File: src/rtl/program_loader_pkg.sv
// rtl/program_loader_pkg.sv - shared constants and loader state encoding
package program_loader_pkg;

  localparam int         PL_BYTE_WIDTH  = 8;
  localparam int         PL_INST_WIDTH  = 32;
  localparam logic [5:0] PL_HALT_OPCODE = 6'b111111;

  // Encoding is fixed so the debug unit can decode the raw state bits.
  typedef enum logic [1:0] {
    ST_IDLE = 2'd0,
    ST_RECV = 2'd1,
    ST_CHK  = 2'd2,
    ST_DONE = 2'd3
  } loader_state_t;

endpackage

File: src/rtl/program_loader_byte_packer.sv
// rtl/program_loader_byte_packer.sv - big-endian byte to word assembler with word_valid pulse
module program_loader_byte_packer
  import program_loader_pkg::*;
#(
  parameter int BYTE_WIDTH = PL_BYTE_WIDTH,
  parameter int INST_WIDTH = PL_INST_WIDTH
) (
  input  logic                  clk,
  input  logic                  rst_n,
  input  logic                  clear,
  input  logic                  byte_valid,
  input  logic [BYTE_WIDTH-1:0] byte_data,
  output logic [INST_WIDTH-1:0] word,
  output logic                  word_valid
);

  logic [1:0]                       byte_idx;
  logic [INST_WIDTH-BYTE_WIDTH-1:0] asm_reg;
  logic [INST_WIDTH-1:0]            shifted;

  assign shifted = {asm_reg, byte_data};

  always_ff @(posedge clk or negedge rst_n) begin
    if (!rst_n) begin
      byte_idx   <= 2'd0;
      asm_reg    <= '0;
      word       <= '0;
      word_valid <= 1'b0;
    end else begin
      word_valid <= 1'b0;
      if (clear) begin
        byte_idx <= 2'd0;
        asm_reg  <= '0;
      end else if (byte_valid) begin
        asm_reg  <= shifted[INST_WIDTH-BYTE_WIDTH-1:0];
        byte_idx <= byte_idx + 2'd1;
        // Word is frozen here so a byte arriving during the write cycle cannot disturb it.
        if (byte_idx == 2'd3) begin
          word       <= shifted;
          word_valid <= 1'b1;
        end
      end
    end
  end

endmodule

File: src/rtl/program_loader.sv
// rtl/program_loader.sv - UART byte stream to instruction memory loader; optional PROGRAM_LOADER_CHECKSUM_EN
module program_loader
  import program_loader_pkg::*;
#(
  parameter int         BYTE_WIDTH  = PL_BYTE_WIDTH,
  parameter int         INST_WIDTH  = PL_INST_WIDTH,
  parameter int         ADDR_WIDTH  = 10,
  parameter logic [5:0] HALT_OPCODE = PL_HALT_OPCODE
) (
  input  logic                  clk,
  input  logic                  rst_n,
  input  logic                  start,
  input  logic [BYTE_WIDTH-1:0] rx_data,
  input  logic                  rx_done,
  output logic                  imem_we,
  output logic [ADDR_WIDTH-1:0] imem_addr,
  output logic [INST_WIDTH-1:0] imem_wdata,
  output logic                  busy,
  output logic                  load_done,
  output logic                  overflow,
  output logic [ADDR_WIDTH:0]   word_count
`ifdef PROGRAM_LOADER_CHECKSUM_EN
  ,
  output logic [BYTE_WIDTH-1:0] checksum,
  output logic                  checksum_err
`endif
);

`ifdef PROGRAM_LOADER_CHECKSUM_EN
  localparam loader_state_t HALT_NEXT = ST_CHK;
  logic [BYTE_WIDTH-1:0] checksum_n;
  logic                  checksum_err_n;
`else
  localparam loader_state_t HALT_NEXT = ST_DONE;
`endif

  loader_state_t         state, state_n;
  logic [ADDR_WIDTH-1:0] addr, addr_n;
  logic [ADDR_WIDTH:0]   count_n;
  logic                  overflow_n;
  logic                  pack_valid;
  logic                  is_halt;
  logic                  at_last;

  program_loader_byte_packer #(
    .BYTE_WIDTH (BYTE_WIDTH),
    .INST_WIDTH (INST_WIDTH)
  ) u_packer (
    .clk        (clk),
    .rst_n      (rst_n),
    .clear      (start),
    .byte_valid (pack_valid),
    .byte_data  (rx_data),
    .word       (imem_wdata),
    .word_valid (imem_we)
  );

  assign is_halt   = (imem_wdata[INST_WIDTH-1 -: 6] == HALT_OPCODE);
  assign at_last   = (addr == '1);
  assign imem_addr = addr;
  assign busy      = (state == ST_RECV);
  assign load_done = (state == ST_DONE);

  always_ff @(posedge clk or negedge rst_n) begin
    if (!rst_n) begin
      state        <= ST_IDLE;
      addr         <= '0;
      word_count   <= '0;
      overflow     <= 1'b0;
`ifdef PROGRAM_LOADER_CHECKSUM_EN
      checksum     <= '0;
      checksum_err <= 1'b0;
`endif
    end else begin
      state        <= state_n;
      addr         <= addr_n;
      word_count   <= count_n;
      overflow     <= overflow_n;
`ifdef PROGRAM_LOADER_CHECKSUM_EN
      checksum     <= checksum_n;
      checksum_err <= checksum_err_n;
`endif
    end
  end

  always_comb begin
    state_n        = state;
    addr_n         = addr;
    count_n        = word_count;
    overflow_n     = overflow;
    pack_valid     = 1'b0;
`ifdef PROGRAM_LOADER_CHECKSUM_EN
    checksum_n     = checksum;
    checksum_err_n = checksum_err;
`endif
    if (start) begin
      state_n        = ST_RECV;
      addr_n         = '0;
      count_n        = '0;
      overflow_n     = 1'b0;
`ifdef PROGRAM_LOADER_CHECKSUM_EN
      checksum_n     = '0;
      checksum_err_n = 1'b0;
`endif
    end else begin
      case (state)
        ST_RECV: begin
          pack_valid = rx_done;
`ifdef PROGRAM_LOADER_CHECKSUM_EN
          if (rx_done) checksum_n = checksum ^ rx_data;
`endif
          if (imem_we) begin
            count_n = word_count + (ADDR_WIDTH+1)'(1);
            // The address saturates at the top word; the full condition ends the load instead.
            if (!at_last) addr_n = addr + ADDR_WIDTH'(1);
            if (is_halt) begin
              state_n = HALT_NEXT;
            end else if (at_last) begin
              state_n    = ST_DONE;
              overflow_n = 1'b1;
            end
          end
        end
`ifdef PROGRAM_LOADER_CHECKSUM_EN
        ST_CHK: begin
          if (rx_done) begin
            checksum_err_n = (rx_data != checksum);
            checksum_n     = checksum ^ rx_data;
            state_n        = ST_DONE;
          end
        end
`endif
        default: ;
      endcase
    end
  end

endmodule

File: config.mk
export PLATFORM = sky130hd
export DESIGN_NAME = program_loader
export DESIGN_NICKNAME = d
export VERILOG_FILES = /design/src/rtl/program_loader_pkg.sv /design/src/rtl/program_loader_byte_packer.sv /design/src/rtl/program_loader.sv
export SDC_FILE = /design/constraint.sdc
export NUM_CORES = 1
export LEC_CHECK = 0
export CAP_MARGIN = 25
export CORE_MARGIN = 2
export CORE_UTILIZATION = 52
export CTS_CLUSTER_SIZE = 24
export DETAILED_ROUTE_END_ITERATION = 10
export PLACE_DENSITY = 0.8
export SYNTH_ARGS = -nofsm -noshare
export SYNTH_HDL_FRONTEND = slang
export SYNTH_HIERARCHICAL = 1
export SYNTH_SLANG_ARGS = --single-unit
File: constraint.sdc
create_clock -name clk -period 1.8 [get_ports clk]
set_input_delay 0.18 -clock clk [delete_from_list [all_inputs] [get_ports clk]]
set_output_delay 0.18 -clock clk [all_outputs]
set_load 0.01 [all_outputs]
==> qor.yml <==
floorplan:
  die_w_um: 88.41
  rows: 30
  pin_count: 69
  core_area_um2: 6832
  dieArea_um2: 7815
  start_util_pct: 54.23
  die_h_um: 88.41
global_route:
  grt_pass1_vias: 2439
  grt_start_max_net_pins: 84
  grt_usage_pct: 19.77
  overflow: 0
  grt_antenna_before_repair: 0
  grt_pass1_wl_mm: 11.89
drt:
  drc_errors: 0
  final_antenna_net_count: 0
  drt_iter0_drc: 112
  wl_per_cell_um: 15.75
  via_per_inst: 5.208
  num_vias: 2401
  drt-pass1-iter-count: 4
  wl_mm: 7.262
pwr:
  design_power_total_mw: 3.210
  ir_drop_mv: 0.4187
  leakage_nw: 2.183
  cellPowerDensity_nw_per_um2: 688.3
placed_design:
  gp_congestion: 0.8225
  dp.cells: 444
  placed_cell_area_um2: 4488
  dp_hpwl_mm: 4.759
  port-buffer-count: 68
  place_ws_ns: 0.1105
logic_synthesis:
  ys_warn_count: 6
  syn-cell-area_um2: 3705
  ys.flop_type: "dfrtp_1"
  synthCells: 287
  ys_ff_latch: 83
  synth.distinct_cells: 40
  syn_avg_cell_area_um2: 12.91
  ys_seq_area_share_pct: 56.06
  synth-edff-count: 0
  async_reset_ff_share_pct: 100.0
  syn_nets: 302
cells_and_area:
  fill_cells: 524
  final_cell_mix: "dfrtp_1 (83), clkdlybuf4s50_1 (66), nor2_1 (44)"
  postLayoutCellArea_um2: 4663
  drive_gt1_share_pct: 18.08
  antenna_cells: 0
  largest_reg_flops: 32
  final_nets: 376
  layout.cells.most_common: "dfrtp_1"
  final_cells: 461
  final_util_pct: 68.26
  area_growth_pct: 25.87
critical_path:
  r2r_start: "state[1]$_DFFE_PN0P_"
  cp-end-kind: "output pin"
  critPathRequiredTime_ns: 1.62
  r2r-end: "u_packer/word[20]$_DFFE_PN0P_"
  critPathKind: "reg2out"
  r2r_slack_ns: 0.14
  cp_max_fo: 6
  critPathArrivalTime_ns: 1.53
  worst_setup_path_start_kind: "register"
  rr_worst_depth: 5
clocking:
  clockBufferDepth: 2
  cts_resized: 0
  cts_tree: "yes"
  clockRootBuffer: "clkbuf_8"
  cts_htree_levels: 3
  path_clk_slew_ns: 0.08
  cts_buffers: 9
  clock_latency_ns: 0.34
  clock_sinks: 83
flow_run:
  drv_cap: 0
sta:
  fin_setup_tns_ns: 0
  clock_skew_ns: 0.008459
  fmax_mhz: 583.3
  final.min_clock_period_ns: 1.714
  rsz0062_at_grt: "no"
  setup_ws_ns: 0.08558
  slew_viol_final: 0
  post-route-period-util_pct: 95.25
  final-hold-violation-count: 0
  whs_ns: 0.3793
  setup_viol: 0
  worst_pin_slew_ns: 0.5481
  slew_headroom_pct: 63.46
run_status:
  status: "completed"
worst_hold_path:
  min_path_cells: 4
  hold_end: "u_packer/word_valid$_DFF_PN0_"
  hp-class: "in2reg"
  min_from: "start"
-- worst max-delay path: stages, from the launching register on --
cell and delay (ns):
dfrtp_1 0.42, and2b_1 0.22, clkdlybuf4s50_1 0.55
-- cell type report --
cell class / count / area, um2 / share of cell area, %
clock buffer: 9 / 123.9 / 2.656
clock inverter: 6 / 33.78 / 0.7244
inverter: 3 / 11.26 / 0.2415
multi-input combinational: 187 / 1516 / 32.52
sequential: 83 / 2077 / 44.54
tap: 96 / 120.1 / 2.576
timing repair buffer: 77 / 780.7 / 16.74
-- repair_timing --
item                                   4_1_cts  5_1_grt
endpoints found under the hold margin       83        0
setup endpoints to repair                    0        1
buffers inserted                             0        1
hold buffers                                 1        0
-- cell families after synthesis --
logic type	count (synthesis)	synth area share [%]
flip-flops	83	56.06
AO/OA/AOI/OAI	18	3.343
buffers and inverters	17	3.039
XOR/XNOR	11	2.601
multiplexers	59	19.99
adder cells (fa/ha/maj)	3	1.013
AND/OR/NAND/NOR	96	13.95
-- how the worst max path moves through the flow --
stage                                    start                             to  depth (start not counted)
after floorplan           state[1]$_DFFE_PN0P_   u_packer/word[0]$_DFFE_PN0P_                          6
after global placement                 rx_done  u_packer/word[30]$_DFFE_PN0P_                          5
after detailed placement               rx_done  u_packer/word[19]$_DFFE_PN0P_                          5
after CTS                 state[1]$_DFFE_PN0P_                           busy                          2
after global routing      state[1]$_DFFE_PN0P_                           busy                          2
final                     state[1]$_DFFE_PN0P_                           busy                          2
-- synthesized netlist by cell type (3+ instances only) --
cell / number / area (um2)
nor4_2: 3 / 37.54
mux2_2: 3 / 33.78
nand4_1: 7 / 43.79
mux2_4: 29 / 435.4
clkbuf_1: 6 / 22.52
mux2i_1: 26 / 260.3
a211oi_1: 3 / 22.52
dfrtp_1: 83 / 2077
ha_1: 3 / 37.54
xnor2_1: 8 / 70.07
and4_1: 3 / 26.28
nand3_1: 5 / 25.02
a21oi_1: 4 / 20.02
nor3_1: 5 / 25.02
nor2_1: 44 / 165.2
xor2_1: 3 / 26.28
inv_1: 3 / 11.26
buf_6: 5 / 56.30
nor2b_1: 3 / 18.77
buf_4: 3 / 22.52
nand2_1: 11 / 41.29
a31oi_1: 3 / 18.77
-- per-layer routing --
metal  part of all wire, %  vias up  GRT usage [%]
met5                     0        -              0
met4                   1.1        0          6.198
met3                   3.8        8          5.037
li1                      -     1150              -
met1                    47     1187          26.54
met2                    48       56          31.85
-- power breakdown --
group	switching, mW	internal, mW	total [mW]
Clock	0.641	0.483	1.12
Sequential	0.0176	1.89	1.90
Combinational	0.0985	0.0831	0.182
Total	0.757	2.45	3.21
No activity file was read; power rests on OpenSTA's default activity.
